`config.mk`:
```
export PLATFORM = sky130hd
export DESIGN_NAME = mem_bus_arb
export DESIGN_NICKNAME = d
export VERILOG_FILES = /design/src/rtl/mem_bus_pkg.sv /design/src/rtl/rr_pick.sv /design/src/rtl/mem_bus_arb.sv
export SDC_FILE = /design/constraint.sdc
export NUM_CORES = 1
export LEC_CHECK = 0
export CAP_MARGIN = 5
export CORE_ASPECT_RATIO = 1.5
export CORE_MARGIN = 3
export CORE_UTILIZATION = 35
export DETAILED_ROUTE_END_ITERATION = 8
export PLACE_DENSITY = 0.74
export SETUP_SLACK_MARGIN = 0.05
export SLEW_MARGIN = 20
export SYNTH_ARGS = -nofsm -noshare
export SYNTH_HDL_FRONTEND = slang
export SYNTH_SLANG_ARGS = --single-unit
```
`constraint.sdc`:
```
create_clock -name clk -period 3.4 [get_ports clk]
set_input_delay 0.51 -clock clk [delete_from_list [all_inputs] [get_ports clk]]
set_output_delay 0.51 -clock clk [all_outputs]
set_load 0.03 [all_outputs]
```
`src/rtl/mem_bus_pkg.sv`:
```
// Shared definitions for the memory-bus arbiter: size codes, FSM states
// and default bus widths.
package mem_bus_pkg;

   localparam int AW_DEF = 32;
   localparam int DW_DEF = 32;

   localparam logic [2:0] SZ_BYTE = 3'd0;
   localparam logic [2:0] SZ_HALF = 3'd1;
   localparam logic [2:0] SZ_WORD = 3'd2;

   typedef enum logic [1:0] {
      IDLE = 2'd0,
      BUSY = 2'd1,
      DONE = 2'd2
   } arb_state_e;

endpackage

```
`src/rtl/rr_pick.sv`:
```
// Combinational round-robin encoder: picks the lowest requesting index at or
// above prio, wrapping around, and reports it one-hot and as an index.
module rr_pick #(
   parameter int NM = 2
) (
   input  logic [NM-1:0]         req,
   input  logic [$clog2(NM)-1:0] prio,
   output logic [NM-1:0]         gnt,
   output logic [$clog2(NM)-1:0] idx
);

   localparam int IW = $clog2(NM);

   logic [IW-1:0] cand;

   // Walk from the farthest offset down to prio so the nearest requester wins.
   always_comb begin
      gnt  = '0;
      idx  = '0;
      cand = '0;
      for (int k = NM - 1; k >= 0; k--) begin
         cand = IW'((int'(prio) + k) % NM);
         if (req[cand]) begin
            gnt       = '0;
            gnt[cand] = 1'b1;
            idx       = cand;
         end
      end
   end

endmodule

```
`src/rtl/mem_bus_arb.sv`:
```
// Round-robin arbiter sharing one memory-bus slave between NM kernel masters.
// One transaction at a time: IDLE grants, BUSY waits for s_ready, DONE pulses m_ready.
module mem_bus_arb
   import mem_bus_pkg::*;
#(
   parameter int NM = 2,
   parameter int AW = AW_DEF,
   parameter int DW = DW_DEF
) (
   input  logic                  clk,
   input  logic                  rst,
   input  logic [NM-1:0]         m_valid,
   input  logic [NM-1:0]         m_write,
   input  logic [3*NM-1:0]       m_size,
   input  logic [AW*NM-1:0]      m_addr,
   input  logic [DW*NM-1:0]      m_wdata,
   output logic [NM-1:0]         m_ready,
   output logic [DW-1:0]         m_rdata,
   output logic                  s_valid,
   output logic                  s_write,
   output logic [2:0]            s_size,
   output logic [AW-1:0]         s_addr,
   output logic [DW-1:0]         s_wdata,
   input  logic [DW-1:0]         s_rdata,
   input  logic                  s_ready,
   output logic [$clog2(NM)-1:0] owner,
   output logic                  busy
);

   localparam int IW = $clog2(NM);

   arb_state_e    state_q, state_d;
   logic [IW-1:0] prio_q, prio_d;
   logic [IW-1:0] owner_q, owner_d;
   logic          s_valid_q, s_valid_d;
   logic          s_write_q, s_write_d;
   logic [2:0]    s_size_q, s_size_d;
   logic [AW-1:0] s_addr_q, s_addr_d;
   logic [DW-1:0] s_wdata_q, s_wdata_d;
   logic [NM-1:0] m_ready_q, m_ready_d;
   logic [DW-1:0] m_rdata_q, m_rdata_d;

   logic [NM-1:0] pick_gnt;
   logic [IW-1:0] pick_idx;

   rr_pick #(.NM(NM)) u_pick (
      .req  (m_valid),
      .prio (prio_q),
      .gnt  (pick_gnt),
      .idx  (pick_idx)
   );

   always_comb begin
      state_d   = state_q;
      prio_d    = prio_q;
      owner_d   = owner_q;
      s_valid_d = s_valid_q;
      s_write_d = s_write_q;
      s_size_d  = s_size_q;
      s_addr_d  = s_addr_q;
      s_wdata_d = s_wdata_q;
      m_ready_d = '0;
      m_rdata_d = m_rdata_q;
      case (state_q)
         IDLE: begin
            if (|m_valid) begin
               owner_d   = pick_idx;
               s_write_d = |(m_write & pick_gnt);
               s_size_d  = m_size[3*int'(pick_idx) +: 3];
               s_addr_d  = m_addr[AW*int'(pick_idx) +: AW];
               s_wdata_d = m_wdata[DW*int'(pick_idx) +: DW];
               s_valid_d = 1'b1;
               state_d   = BUSY;
            end
         end
         BUSY: begin
            // s_ready is only honoured here; the slave's lingering ready in DONE/IDLE is dropped.
            if (s_ready) begin
               m_rdata_d          = s_rdata;
               m_ready_d          = '0;
               m_ready_d[owner_q] = 1'b1;
               s_valid_d          = 1'b0;
               state_d            = DONE;
            end
         end
         DONE: begin
            prio_d  = (owner_q == IW'(NM - 1)) ? '0 : owner_q + IW'(1);
            state_d = IDLE;
         end
         default: state_d = IDLE;
      endcase
   end

   always_ff @(posedge clk or posedge rst) begin
      if (rst) begin
         state_q   <= IDLE;
         prio_q    <= '0;
         owner_q   <= '0;
         s_valid_q <= 1'b0;
         s_write_q <= 1'b0;
         s_size_q  <= SZ_BYTE;
         s_addr_q  <= '0;
         s_wdata_q <= '0;
         m_ready_q <= '0;
         m_rdata_q <= '0;
      end else begin
         state_q   <= state_d;
         prio_q    <= prio_d;
         owner_q   <= owner_d;
         s_valid_q <= s_valid_d;
         s_write_q <= s_write_d;
         s_size_q  <= s_size_d;
         s_addr_q  <= s_addr_d;
         s_wdata_q <= s_wdata_d;
         m_ready_q <= m_ready_d;
         m_rdata_q <= m_rdata_d;
      end
   end

   assign owner   = owner_q;
   assign busy    = (state_q != IDLE);
   assign s_valid = s_valid_q;
   assign s_write = s_write_q;
   assign s_size  = s_size_q;
   assign s_addr  = s_addr_q;
   assign s_wdata = s_wdata_q;
   assign m_ready = m_ready_q;
   assign m_rdata = m_rdata_q;

endmodule

```
==> metrics.yaml <==
timing:
  fmax_mhz: 459
  rsz0062_at_grt: "false"
  tightest_slew_ns: 1.01
  setup_viol: 0
  finalMaxSlewViolations: 0
  slew_headroom_pct: 32.3
  fin_crit_sh_pct: 64.1
  period_minus_slack_ns: 2.18
  setup_tns_ns: 0
  skew_ns: 0.0105
  hold_viol: 0
final_layout:
  area_growth_pct: 63.1
  nets: 905
  final_cell_count_no_fill: 926
  drive_gt1_share_pct: 8.14
  regArea_um2: 2680
  design_area_um2: 8140
  insertedDiodeCount: 0
  multi_input_area_um2: 2000
  fill_cells: 1185
route:
  drc_errors: 0
  wirelength_um: 17200
  drtPass1Iterations: 5
  ant_nets: 0
  drtIter0Drc: 224
  wl_per_cell_um: 18.5
  vias: 4953
  vias_per_cell: 5.35
floorplanning:
  io_pins: 278
  rows: 52
  die_x_um: 103
  core-area_um2: 13700
  initial_core_util_pct: 36.3
  die-area_um2: 15700
  die_h_um: 152
clocking:
  clockBufferDepth: 2
  cts_tree: "built"
  ctsHoldBuffers: 0
  postCtsSetupBuffers: 0
  cts_max_level: 3
  clock_sinks: 107
  cts-root-buf: "clkbuf_16"
  clock_latency_ns: 0.35
  path_clk_slew_ns: 0.07
  cts_resized: 0
  cts_buffers: 9
power:
  finalPower_mw: 7.69
  combPwrFrac_pct: 55.9
  clkPwrFrac_pct: 14.3
  switching_share_pct: 44.2
  p_leak_nw: 3.10
  internal_power_mw: 4.29
  max-vdd-ir-drop_uv: 375
  p_seq_share_pct: 29.7
  p_switching_mw: 3.40
  power_density_nw_per_um2: 945
synthesis:
  async_flop_share_pct: 100
  synth_edf_count: 0
  ys_seq_elements: 107
  yosysUniqueCellTypes: 26
  synth.area.top_cells: "dfrtp_1 54%, a31oi_1 8.4%, nand3_1 6.8%, o21ai_0 6.0%, mux2_1 5.9%"
  synth_simple_gate_area_share_pct: 8.93
  yosys_warnings: 0
  synth_cells: 491
  synth.yosys.seq_area_share_pct: 53.7
  synth_adder_area_share_pct: 0
  yosysTopAreaCell: "dfrtp_1"
  avgSynthCellArea_um2: 10.2
  synth.area.mux_share_pct: 7.23
  yosys.area_share.xor_xnor_pct: 0
  synth_top_family_by_area: "compound AO/OA/AOI/OAI gates"
  synth_ff_type: "dfrtp_1"
  yosysTopAreaCellShare_pct: 53.7
  syn_nets: 664
  synth_area_um2: 4990
  synth-compound-area-share_pct: 23.8
setup_path:
  cp_max_fo: 4
  worstSetupPathType: "reg2out"
  start_kind: "register"
  end_kind: "primary output"
  required_ns: 2.89
  cp.arrival_ns: 1.67
run_status:
  outcome: "finished, final reports clean"
placement:
  io_buffer_count: 277
  place.gp.congestion: 0.777
  placed_cells: 910
  dp_hpwl_um: 12400
  post_dp_cell_area_um2: 7820
global_routing:
  grt_pass1_wl_um: 26500
  overflow: 0
  grt.total_usage_pct: 21.3
  antenna_found_initial: 0
  grt_pass1_vias: 5036
  grt_max_degree: 71
min_path:
  hp-class: "reg2reg"
job:
  maxCapViolations: 0
## power groups by stage
stage	Sequential, mW	Clock [mW]	Combinational (mW)
floorplan	3.50	0	1.26
global placement	2.29	0	4.25
detailed placement	2.30	0	4.34
CTS	2.30	1.13	4.33
global route	2.37	1.18	4.57
finish	2.29	1.10	4.30
## per-stage QoR
step | setup WS (ns) | utilization (%) | hold WS, ns
finish | 1.22 | 59.3 | 0.492
global route | 1.14 | 59.3 | 0.512
CTS | 1.19 | 59.3 | 0.497
detailed placement | 0.905 | 57.0 | 0.481
global placement | 1.03 | 57.0 | 0.462
floorplan | 0.0728 | - | 0.475
## critical path: stages, from the launching register on
cell and delay (ns):
dfrtp_1 0.44, nor2_4 0.06, inv_2 0.10, clkdlybuf4s50_1 0.73
## Yosys cell counts (2+ instances only)
library cell	instances
a21oi_1	47
a21oi_2	20
a31oi_1	67
buf_1	2
buf_2	20
buf_4	8
buf_6	4
clkbuf_1	21
dfrtp_1	107
inv_1	3
inv_2	2
mux2_1	26
mux2_2	6
nand2_1	5
nand2b_1	3
nand3_1	68
nand4_1	2
nor2_1	3
nor2_4	2
o21ai_0	60
o21ai_1	10
## per-layer routing
| metal | global-route usage, % | wire length (um) | up-vias |
|---|---|---|---|
| met5 | 0 | 0 | - |
| met3 | 5.18 | 1460 | 26 |
| met2 | 37.1 | 9010 | 265 |
| li1 | - | - | 2301 |
| met4 | 7.28 | 456 | 0 |
| met1 | 25.1 | 6220 | 2361 |
## layout make-up
type	instances	area share, %
sequential	107	32.9
multi-input combinational	323	24.6
timing repair buffer	286	35.5
tap	189	2.91
inverter	5	0.261
clock buffer	9	2.77
clock inverter	7	1.14
## path summary, 6_finish.rpt
check	start	endpoint	slack, ns	depth (start not counted)
min reg2reg	m_rdata[15]$_DFFE_PP0P_	m_rdata[15]$_DFFE_PP0P_	0.49	1
min in group asynchronous	rst	s_wdata[0]$_DFFE_PP0P_	0.63	2
max reg2reg	prio_q$_DFFE_PP0N_	s_size[2]$_DFFE_PP0P_	1.52	4
min	m_rdata[15]$_DFFE_PP0P_	m_rdata[15]$_DFFE_PP0P_	0.49	1
max in group asynchronous	rst	m_rdata[10]$_DFFE_PP0P_	2.01	3
max	state_q[0]$_DFFE_PP0P_	busy	1.22	3
## kinds of logic (layout without fill, tap and decap cells)
family | after synthesis | after routing
multiplexers | 32 | 32
flip-flops | 107 | 107
buffers and inverters | 61 | 307
AO/OA/AOI/OAI | 205 | 205
AND/OR/NAND/NOR | 86 | 86
## layout by cell type (no fill, tap or decap), types with 3 or more instances in the layout
master and n:
buf_12 4, o21ai_0 60, buf_4 5, dfrtp_1 107, mux2_1 26, a21oi_2 20, mux2_2 6, a21oi_1 47
inv_6 3, a31oi_1 67, o21ai_1 10, clkbuf_16 9, nor2_1 3, nand2_1 5, nand3_1 68, clkdlybuf4s50_1 276
## registers in the layout, indices dropped and copies added (netlist names)
signal / cells
m_rdata: 32
s_addr: 32
s_wdata: 32
s_size: 3
m_ready: 2
state_q: 2
owner: 1
prio_q: 1
s_valid: 1
s_write: 1
No activity file was read; power rests on OpenSTA's default activity.
